`src/rtl/sprite_compositor_if.sv`:
```
// Bus between the vga timing / object-position blocks and the sprite compositor.
// master drives timing and sprite descriptors; slave (the compositor) returns
// the composited pixel and collision status.
interface sprite_compositor_if #(
  parameter int NUM_SPR = 3,
  parameter int CW      = 3,
  parameter int PW      = 11
);
  logic                    ptick;
  logic                    ftick;
  logic                    active;
  logic [9:0]              hpos;
  logic [9:0]              vpos;
  logic [NUM_SPR-1:0]      spr_en;
  logic [NUM_SPR*PW-1:0]   spr_x0;
  logic [NUM_SPR*PW-1:0]   spr_x1;
  logic [NUM_SPR*PW-1:0]   spr_y0;
  logic [NUM_SPR*PW-1:0]   spr_y1;
  logic [NUM_SPR*CW-1:0]   spr_color;
  logic [CW-1:0]           bg_color;
  logic [CW-1:0]           pixel;
  logic [3:0]              hit_id;
  logic [NUM_SPR-1:0]      coll_mask;
  logic                    coll_any;

  modport master (
    output ptick, ftick, active, hpos, vpos, spr_en, spr_x0, spr_x1,
           spr_y0, spr_y1, spr_color, bg_color,
    input  pixel, hit_id, coll_mask, coll_any
  );

  modport slave (
    input  ptick, ftick, active, hpos, vpos, spr_en, spr_x0, spr_x1,
           spr_y0, spr_y1, spr_color, bg_color,
    output pixel, hit_id, coll_mask, coll_any
  );
endinterface

```
`src/rtl/sprite_compositor.sv`:
```
// Sprite compositor: NUM_SPR inclusive-rectangle hit test, lowest-index
// priority, 2-stage ptick pipeline to the vga pixel, and a per-frame
// sprite-overlap report (coll_mask/coll_any) published on ftick.
// Optional feature macro: SPR_SHADOW_EN -- sprite descriptors are latched on
// ftick so mid-frame updates cannot tear the picture.
module sprite_compositor #(
  parameter int NUM_SPR = 3,
  parameter int CW      = 3,
  parameter int PW      = 11
) (
  input  logic                clk_i,
  input  logic                rst_i,
  sprite_compositor_if.slave  bus
);

  logic [NUM_SPR-1:0]    cur_en;
  logic [NUM_SPR*PW-1:0] cur_x0, cur_x1, cur_y0, cur_y1;
  logic [NUM_SPR*CW-1:0] cur_col;

`ifdef SPR_SHADOW_EN
  logic [NUM_SPR-1:0]    en_q;
  logic [NUM_SPR*PW-1:0] x0_q, x1_q, y0_q, y1_q;
  logic [NUM_SPR*CW-1:0] col_q;

  // Latch sprite descriptors once per frame, at entry to blanking.
  always_ff @(posedge clk_i) begin
    if (rst_i) begin
      en_q  <= '0;
      x0_q  <= '0;
      x1_q  <= '0;
      y0_q  <= '0;
      y1_q  <= '0;
      col_q <= '0;
    end else if (bus.ftick) begin
      en_q  <= bus.spr_en;
      x0_q  <= bus.spr_x0;
      x1_q  <= bus.spr_x1;
      y0_q  <= bus.spr_y0;
      y1_q  <= bus.spr_y1;
      col_q <= bus.spr_color;
    end
  end

  assign cur_en  = en_q;
  assign cur_x0  = x0_q;
  assign cur_x1  = x1_q;
  assign cur_y0  = y0_q;
  assign cur_y1  = y1_q;
  assign cur_col = col_q;
`else
  assign cur_en  = bus.spr_en;
  assign cur_x0  = bus.spr_x0;
  assign cur_x1  = bus.spr_x1;
  assign cur_y0  = bus.spr_y0;
  assign cur_y1  = bus.spr_y1;
  assign cur_col = bus.spr_color;
`endif

  // Screen position as a non-negative signed value one bit wider than the
  // bounds, so negative (off-screen) bounds compare correctly.
  logic signed [PW:0] h_s, v_s;
  assign h_s = {{(PW+1-10){1'b0}}, bus.hpos};
  assign v_s = {{(PW+1-10){1'b0}}, bus.vpos};

  logic [NUM_SPR-1:0] hit_d;

  for (genvar i = 0; i < NUM_SPR; i++) begin : g_cmp
    logic signed [PW:0] x0, x1, y0, y1;
    assign x0 = {cur_x0[i*PW+PW-1], cur_x0[i*PW +: PW]};
    assign x1 = {cur_x1[i*PW+PW-1], cur_x1[i*PW +: PW]};
    assign y0 = {cur_y0[i*PW+PW-1], cur_y0[i*PW +: PW]};
    assign y1 = {cur_y1[i*PW+PW-1], cur_y1[i*PW +: PW]};
    // An inverted rectangle (x0>x1 or y0>y1) can never satisfy both bounds.
    assign hit_d[i] = cur_en[i] && (h_s >= x0) && (h_s <= x1) &&
                      (v_s >= y0) && (v_s <= y1);
  end

  logic [NUM_SPR-1:0] hit_s1_q;
  logic               act_s1_q;

  // Stage 1: register hit vector and visible-area flag.
  always_ff @(posedge clk_i) begin
    if (rst_i) begin
      hit_s1_q <= '0;
      act_s1_q <= 1'b0;
    end else if (bus.ptick) begin
      hit_s1_q <= hit_d;
      act_s1_q <= bus.active;
    end
  end

  logic [CW-1:0] pix_d, pix_q;
  logic [3:0]    id_d, id_q;

  // Priority resolve: blank outside the visible area, lowest index wins.
  always_comb begin
    pix_d = '0;
    id_d  = 4'hF;
    if (act_s1_q) begin
      pix_d = bus.bg_color;
      for (int i = NUM_SPR-1; i >= 0; i--) begin
        if (hit_s1_q[i]) begin
          pix_d = cur_col[i*CW +: CW];
          id_d  = 4'(i);
        end
      end
    end
  end

  // Stage 2: composited pixel and winning sprite index.
  always_ff @(posedge clk_i) begin
    if (rst_i) begin
      pix_q <= '0;
      id_q  <= 4'hF;
    end else if (bus.ptick) begin
      pix_q <= pix_d;
      id_q  <= id_d;
    end
  end

  // Two or more bits set iff clearing the lowest set bit leaves something.
  logic               multi;
  logic [NUM_SPR-1:0] contrib_d, acc_q, acc_d, mask_d, mask_q;
  logic               any_q;

  assign multi     = |(hit_s1_q & (hit_s1_q - NUM_SPR'(1)));
  assign contrib_d = (bus.ptick && act_s1_q && multi) ? hit_s1_q : '0;
  assign mask_d    = acc_q | contrib_d;
  assign acc_d     = bus.ftick ? '0 : mask_d;

  // Overlap accumulator; on ftick publish it (including this cycle's
  // contribution) and start a fresh frame.
  always_ff @(posedge clk_i) begin
    if (rst_i) begin
      acc_q  <= '0;
      mask_q <= '0;
      any_q  <= 1'b0;
    end else begin
      acc_q <= acc_d;
      if (bus.ftick) begin
        mask_q <= mask_d;
        any_q  <= |mask_d;
      end
    end
  end

  assign bus.pixel     = pix_q;
  assign bus.hit_id    = id_q;
  assign bus.coll_mask = mask_q;
  assign bus.coll_any  = any_q;

endmodule

```
`src/flat_wrapper.sv`:
```
// flat-port wrapper written by rule: the top's interface ports become plain ports
module sprite_compositor_flat 
#(
  parameter int NUM_SPR = 3,
  parameter int CW      = 3,
  parameter int PW      = 11
)
  (clk_i, rst_i, bus_ptick, bus_ftick, bus_active, bus_hpos, bus_vpos, bus_spr_en, bus_spr_x0, bus_spr_x1, bus_spr_y0, bus_spr_y1, bus_spr_color, bus_bg_color, bus_pixel, bus_hit_id, bus_coll_mask, bus_coll_any);
  sprite_compositor_if #(.NUM_SPR(NUM_SPR), .CW(CW), .PW(PW)) bus_i ();
  input  logic clk_i;
  input  logic rst_i;
  input wire logic [$bits(bus_i.ptick)-1:0] bus_ptick;
  input wire logic [$bits(bus_i.ftick)-1:0] bus_ftick;
  input wire logic [$bits(bus_i.active)-1:0] bus_active;
  input wire logic [$bits(bus_i.hpos)-1:0] bus_hpos;
  input wire logic [$bits(bus_i.vpos)-1:0] bus_vpos;
  input wire logic [$bits(bus_i.spr_en)-1:0] bus_spr_en;
  input wire logic [$bits(bus_i.spr_x0)-1:0] bus_spr_x0;
  input wire logic [$bits(bus_i.spr_x1)-1:0] bus_spr_x1;
  input wire logic [$bits(bus_i.spr_y0)-1:0] bus_spr_y0;
  input wire logic [$bits(bus_i.spr_y1)-1:0] bus_spr_y1;
  input wire logic [$bits(bus_i.spr_color)-1:0] bus_spr_color;
  input wire logic [$bits(bus_i.bg_color)-1:0] bus_bg_color;
  output wire logic [$bits(bus_i.pixel)-1:0] bus_pixel;
  output wire logic [$bits(bus_i.hit_id)-1:0] bus_hit_id;
  output wire logic [$bits(bus_i.coll_mask)-1:0] bus_coll_mask;
  output wire logic [$bits(bus_i.coll_any)-1:0] bus_coll_any;
  assign bus_i.ptick = bus_ptick;
  assign bus_i.ftick = bus_ftick;
  assign bus_i.active = bus_active;
  assign bus_i.hpos = bus_hpos;
  assign bus_i.vpos = bus_vpos;
  assign bus_i.spr_en = bus_spr_en;
  assign bus_i.spr_x0 = bus_spr_x0;
  assign bus_i.spr_x1 = bus_spr_x1;
  assign bus_i.spr_y0 = bus_spr_y0;
  assign bus_i.spr_y1 = bus_spr_y1;
  assign bus_i.spr_color = bus_spr_color;
  assign bus_i.bg_color = bus_bg_color;
  assign bus_pixel = bus_i.pixel;
  assign bus_hit_id = bus_i.hit_id;
  assign bus_coll_mask = bus_i.coll_mask;
  assign bus_coll_any = bus_i.coll_any;
  sprite_compositor #(.NUM_SPR(NUM_SPR), .CW(CW), .PW(PW)) u_core (.clk_i(clk_i), .rst_i(rst_i), .bus(bus_i));
endmodule
```
`config.mk`:
```
export PLATFORM = sky130hd
export DESIGN_NAME = sprite_compositor_flat
export DESIGN_NICKNAME = d
export VERILOG_FILES = /design/src/rtl/sprite_compositor_if.sv /design/src/rtl/sprite_compositor.sv /design/src/flat_wrapper.sv
export SDC_FILE = /design/constraint.sdc
export NUM_CORES = 1
export LEC_CHECK = 0
export CELL_PAD_IN_SITES_DETAIL_PLACEMENT = 1
export CELL_PAD_IN_SITES_GLOBAL_PLACEMENT = 2
export CORE_MARGIN = 2
export CORE_UTILIZATION = 24
export CTS_BUF_LIST = sky130_fd_sc_hd__clkbuf_8 sky130_fd_sc_hd__clkbuf_16
export CTS_CLUSTER_SIZE = 20
export DETAILED_ROUTE_END_ITERATION = 12
export HOLD_SLACK_MARGIN = 0.06
export PLACE_DENSITY_LB_ADDON = 0.1
export SLEW_MARGIN = 30
export SYNTH_ARGS = -nofsm -noshare
export SYNTH_HDL_FRONTEND = slang
export SYNTH_SLANG_ARGS = --single-unit
```
`constraint.sdc`:
```
create_clock -name clk_i -period 3.2 [get_ports clk_i]
set_input_delay 0.32 -clock clk_i [delete_from_list [all_inputs] [get_ports clk_i]]
set_output_delay 0.32 -clock clk_i [all_outputs]
set_load 0.1 [all_outputs]
```
==> flow_summary_export.csv <==
group,metric,value,unit
synth,post-synth-top-area-cell,"ha_1",
cells_and_area,area_delta_synth_final,57.27,%
routing,postRouteAntennaNets,0,
sta,min_period,2.359,ns
synth,synth_top_area_share,40.50,%
sta,worst_pin_slew,0.9917,ns
synth,syn_avg_cell_area,7.660,µm²
placement,gp_congestion,0.8639,
die,die_area,0.01646,mm²
synth,synthMuxAreaShare,1.080,%
critical_path,startpoint,"bus_hpos[8]",
synth,syn_nets,776,
min_path,min_from,"u_core.bus.coll_mask[2]",
min_path,hold_class,"reg -> reg",
die,core_area,0.01515,mm²
pwr,peakVddDrop,0.1544,mV
sta,hold_viol_final,0,
sta,rsz0062_at_grt,"false",
synth,synth-main-ff-cell,"dfxtp_1",
sta,max_freq,423.9,MHz
critical_path,critPathMaxFanout,6,
clocking,clock-root-buffer,"clkbuf_16",
clocking,htree_levels,1,
die,start_util,24.48,%
critical_path,reg2reg_from,"u_core.hit_s1_q[0]",
routing,drt_first_pass_iters,4,
global_route,grt_max_degree,17,
placement,portBuffers,182,
clocking,ctsHoldBuffers,0,
clocking,cts_tree,"built",
cells_and_area,antenna_cells,0,
synth,ys_types,53,
global_route,grt_usage,16.90,%
clocking,ctsResizeCount,0,
global_route,grt_pass1_vias,4426,
synth,synth_xor_area_share,0,%
critical_path,worstSetupPathType,"in -> reg",
synth,ys_ff_latch,17,
pwr,leakage,2.918,nW
clocking,cts_buffers,3,
critical_path,regToRegSetupSlack,1.74,ns
synth,yosysWarnings,0,
cells_and_area,final_nets,958,
clocking,cts_buffer_depth,2,
routing,wl_per_cell,16.25,µm
sta,slew_headroom,33.68,%
synth,synth-compound-area-share,22.14,%
cells_and_area,mostFrequentLayoutCell,"clkdlybuf4s50_1",
clocking,clkTransAtPathRegs,0.05,ns
synth,synthAdderAreaFrac,40.50,%
pwr,power.density,190.6,mW/mm²
clocking,worst_skew_pair.late_latency,0.25,ns
cells_and_area,seq_area,340.3,µm²
die,die_w,128.3,µm
synth,synth_area_leaders,"ha_1 (40%), inv_1 (11%), dfxtp_1 (9.2%)",
outcome,status,"completed",
clocking,clock-sinks,17,
routing,routed_wl,13860,µm
cells_and_area,n_fill_cell,1828,
job,maxCapViolations,0,
die,rows,45,
synth,synth_edf_count,0,
routing,viasPerCell,4.740,
routing,route.detailed.drc,0,
cells_and_area,layout_common_cells,"clkdlybuf4s50_1 (182), ha_1 (120), inv_1 (110)",
critical_path,arrival,2.52,ns
cells_and_area,layout-drive-gt1-share,1.955,%
sta,setup_viol,0,
global_route,grt_pass1_wl,21980,µm
sta,fin_crit_sh,73.72,%
critical_path,cp-start-kind,"input pin",
die,ios,183,
sta,slew_violations,0,
global_route,grt-ovfl-total,0,
placement,hpwl,12520,µm
critical_path,crit_required,3.37,ns
synth,synth-simple-area-share,14.98,%
die,dieHeight,128.3,µm
pwr,power,1.111,mW
sta,whs,0.4924,ns
synth,netlist_area,0.003707,mm²
synth,synth_top_family_by_area,"adder cells",
routing,via_count,4043,
synth,syn_inst,484,
cells_and_area,multiInputGateArea,0.002918,mm²
synth,yosysSeqAreaShare,9.180,%
sta,timing.setup.tns,0,ns
synth,async_flop_share,0,%
global_route,grt_antenna_before_repair,0,
critical_path,worst_setup_path_end_kind,"register",
sta,skew,0.002200,ns
clocking,cts_setup_buffers,0,
routing,drtIter0Drc,96,
## worst max-delay path, stage by stage
cell and delay (ns):
clkdlybuf4s50_1 0.67, ha_1 0.32, a21o_1 0.19, a211oi_2 0.24, and2b_1 0.15, a31oi_1 0.10, a211o_1 0.33, o31ai_2 0.19
## power by group
part	internal, mW	switching [mW]	leakage [nW]
Clock	0.167	0.0882	0.0409
Sequential	0.216	0.00385	0.138
Combinational	0.352	0.284	2.74
## state kept, by name (all words and copies together) (netlist names)
signal	count
u_core.hit_s1_q	3
u_core.bus.hit_id	3
u_core.act_s1_q	1
u_core.acc_q	3
u_core.bus.coll_mask	3
u_core.bus.pixel	3
u_core.bus.coll_any	1
## through the flow
| step | cell area [µm²] | std cells | setup slack [ns] | utilization (%) |
|---|---|---|---|---|
| 3_5_place_dp | 5751 | 849 | 0.5666 | 37.97 |
| 2_1_floorplan | 3707 | 484 | 1.429 | - |
| 5_1_grt | 5831 | 853 | 0.6912 | 38.50 |
| 6_report | 5831 | 853 | 0.8410 | 38.50 |
| 4_1_cts | 5831 | 853 | 0.8211 | 38.50 |
| 3_3_place_gp | 5751 | 849 | 0.5404 | 37.97 |
## metal layers
metal | share of wire, % | track usage, % | vias up
met4 | 0.91 | 2.262 | 0
met3 | 5.1 | 2.504 | 8
met1 | 44 | 20.29 | 1855
li1 | - | - | 2076
met5 | 0 | 0 | -
met2 | 50 | 32.29 | 104
## synth_stat cells (all sizes together), types with 9 or more instances
master and n:
a211oi 17, a21o 16, a21oi 32, dfxtp 17, ha 120, inv 110
nand2 17, nand2b 11, nand3 10, nand4 10, nor2 21, nor2b 9
nor3 9, o21ai 21
## worst paths after layout
kind,to,cells past startpoint
worst min-delay path,u_core.bus.coll_mask[2],2
worst max-delay path,u_core.hit_s1_q[2],8
worst min register to register,u_core.bus.coll_mask[2],2
worst max register to register,u_core.bus.coll_any,5
## layout make-up
class                      instances  area share (%)
clock buffer                       3           1.288
clock inverter                     1         0.08584
inverter                         110           7.082
multi-input combinational        349           50.04
sequential                        17           5.837
tap                              188           4.034
timing repair buffer             185           31.63
## kinds of logic (layout without fill, tap and decap cells)
family / Yosys count / after routing
compound gates: 121 / 121
fa+ha+maj: 120 / 120
buf+inv: 118 / 299
simple gates: 104 / 104
flops: 17 / 17
mux: 4 / 4
(Power assumes the default switching activity.)
==> edit (same flow settings) <==
`NUM_SPR` is set to 3 in 3 places; all go to 6.
--- a/src/rtl/sprite_compositor_if.sv
+++ b/src/rtl/sprite_compositor_if.sv
@@ -3,5 +3,5 @@
 // the composited pixel and collision status.
 interface sprite_compositor_if #(
-  parameter int NUM_SPR = 3,
+  parameter int NUM_SPR = 6,
   parameter int CW      = 3,
   parameter int PW      = 11
--- a/src/rtl/sprite_compositor.sv
+++ b/src/rtl/sprite_compositor.sv
@@ -5,5 +5,5 @@
 // ftick so mid-frame updates cannot tear the picture.
 module sprite_compositor #(
-  parameter int NUM_SPR = 3,
+  parameter int NUM_SPR = 6,
   parameter int CW      = 3,
   parameter int PW      = 11
--- a/src/flat_wrapper.sv
+++ b/src/flat_wrapper.sv
@@ -2,5 +2,5 @@
 module sprite_compositor_flat 
 #(
-  parameter int NUM_SPR = 3,
+  parameter int NUM_SPR = 6,
   parameter int CW      = 3,
   parameter int PW      = 11
Interface: changed (7 resized); port bits go from 183 to 330. No check against the original RTL was run, so the function may have changed too.
==> edit against the original RTL <==
- worst setup slack worse by 570 ps
- global-route usage up 2.8 points
- count of clock-buffer cells in the layout unchanged
- routed wire length up 130%
- die area is 90% higher
- critical path type unchanged
- largest cell class unchanged
- sequential cell count grew 10
- power up 75%
- design area increased by 93%
- non-clock buffer count is 181 higher
- synthesized area increased by 93%
- hold slack worse by 10 ps
- fmax fell by 20%
==> edit: results <==
metrics = {
    "status": {
        "status": "finished, final reports clean",
    },
    "clock_tree": {
        "clk_pin_slew_worst_paths_ps": 80,
    },
    "critical_path": {
        "regToRegSetupSlack_ps": 1350,
        "cp.arrival_ps": 3150,
        "worstReg2RegStart": "u_core.hit_s1_q[2]",
        "slowest_stage": "a2111oi_0",
        "cp_slowest_stage_delay_ps": 640,
        "r2r_cells": 6,
    },
    "synth": {
        "synth_common_cells": "ha_1, inv_1, a21oi_1",
        "synth_cell_types": 60,
        "syn_nets": 1489,
    },
    "layout": {
        "num-fill-cells": 3600,
        "fin_nets": 1849,
        "drive_above_1_share": 0.0426,
    },
    "pwr": {
        "ir_drop_mv": 0.186,
        "p_leak_uw": 0.00573,
    },
    "route": {
        "wl_mm": 31.3,
        "drtIter0Drc": 230,
    },
    "placement": {
        "place_hpwl_mm": 27.9,
        "place.gp.congestion": 0.802,
        "dpl_worst_slack_ps": -57.6,
    },
    "global_route": {
        "grt_usage": 0.197,
        "antenna_found_initial": 4,
    },
    "min_path": {
        "hold-path-cell-count": 1,
        "min_from": "u_core.bus.hit_id[3]",
    },
    "sta": {
        "timing.hold.ws_ps": 482,
        "skew_ps": 7.34,
    },
}
==> edit: cell count changes in the layout (fill, tap and decap cells not counted), sizes merged, moves of 14 or more <==
cell,unedited run,this run
clkdlybuf4s50,182,329
inv,110,233
ha,120,240
buf,3,37
a21oi,32,63
nor2,21,39
nand2,17,33
a21o,16,30
o21ai,21,35
==> edit: per-layer routing <==
| layer | track usage | vias to the layer above | part of all wire |
|---|---|---|---|
| met5 | 0 | - | 0.0012 |
| met2 | 0.344 | 224 | 0.46 |
| met3 | 0.0372 | 16 | 0.064 |
| met1 | 0.260 | 3519 | 0.47 |
| met4 | 0.0196 | 6 | 0.0097 |
| li1 | - | 4045 | - |
==> edit: logic make-up (layout without fill, tap and decap cells) <==
group	after synthesis	in the layout	share of synthesized area
and+or+nand+nor	174	174	0.133
buffers and inverters	244	603	0.128
adders and majority gates	241	241	0.421
DFF	27	27	0.0755
muxes	12	12	0.0169
other	0	1	0
AOI/OAI and AO/OA	235	235	0.226
==> edit: through the flow <==
step	std cells	cell area [um^2]
4_1_cts	1682	11300
5_1_grt	1682	11300
3_5_place_dp	1678	11200
3_3_place_gp	1678	11200
6_report	1683	11300
2_1_floorplan	933	7160
==> edit: cell type report <==
cell class	count	share of cell area
Timing Repair Buffer	366	0.317
Clock inverter	1	0.000667
Clock buffer	3	0.00667
Multi-Input combinational cell	662	0.506
Tap cell	390	0.0433
Inverter	233	0.0777
Sequential cell	27	0.0480
Antenna cell	1	0.000222
==> edit: critical path: cells and delay by family <==
kind | cells | cell delay, ps
buf+inv | 3 | 1060
compound gates | 6 | 1490
fa+ha+maj | 1 | 270
==> edit: power by group <==
group / switching [uW] / leakage, uW / total [uW] / internal (uW)
sequential: 7.75 / 0.000219 / 351 / 343
clock: 137 / 0.0000371 / 307 / 171
combinational: 584 / 0.00547 / 1280 / 698
==> edit: worst max path at each step <==
stage                        from            endpoint  slack [ps]
CTS                   bus_vpos[4]  u_core.hit_s1_q[4]         210
global placement      bus_vpos[4]  u_core.hit_s1_q[4]          90
floorplan           bus_spr_y1[4]  u_core.hit_s1_q[0]        1270
detailed placement    bus_vpos[4]  u_core.hit_s1_q[4]         -60
global route          bus_vpos[4]  u_core.hit_s1_q[4]          30
finish                bus_vpos[4]  u_core.hit_s1_q[4]         270
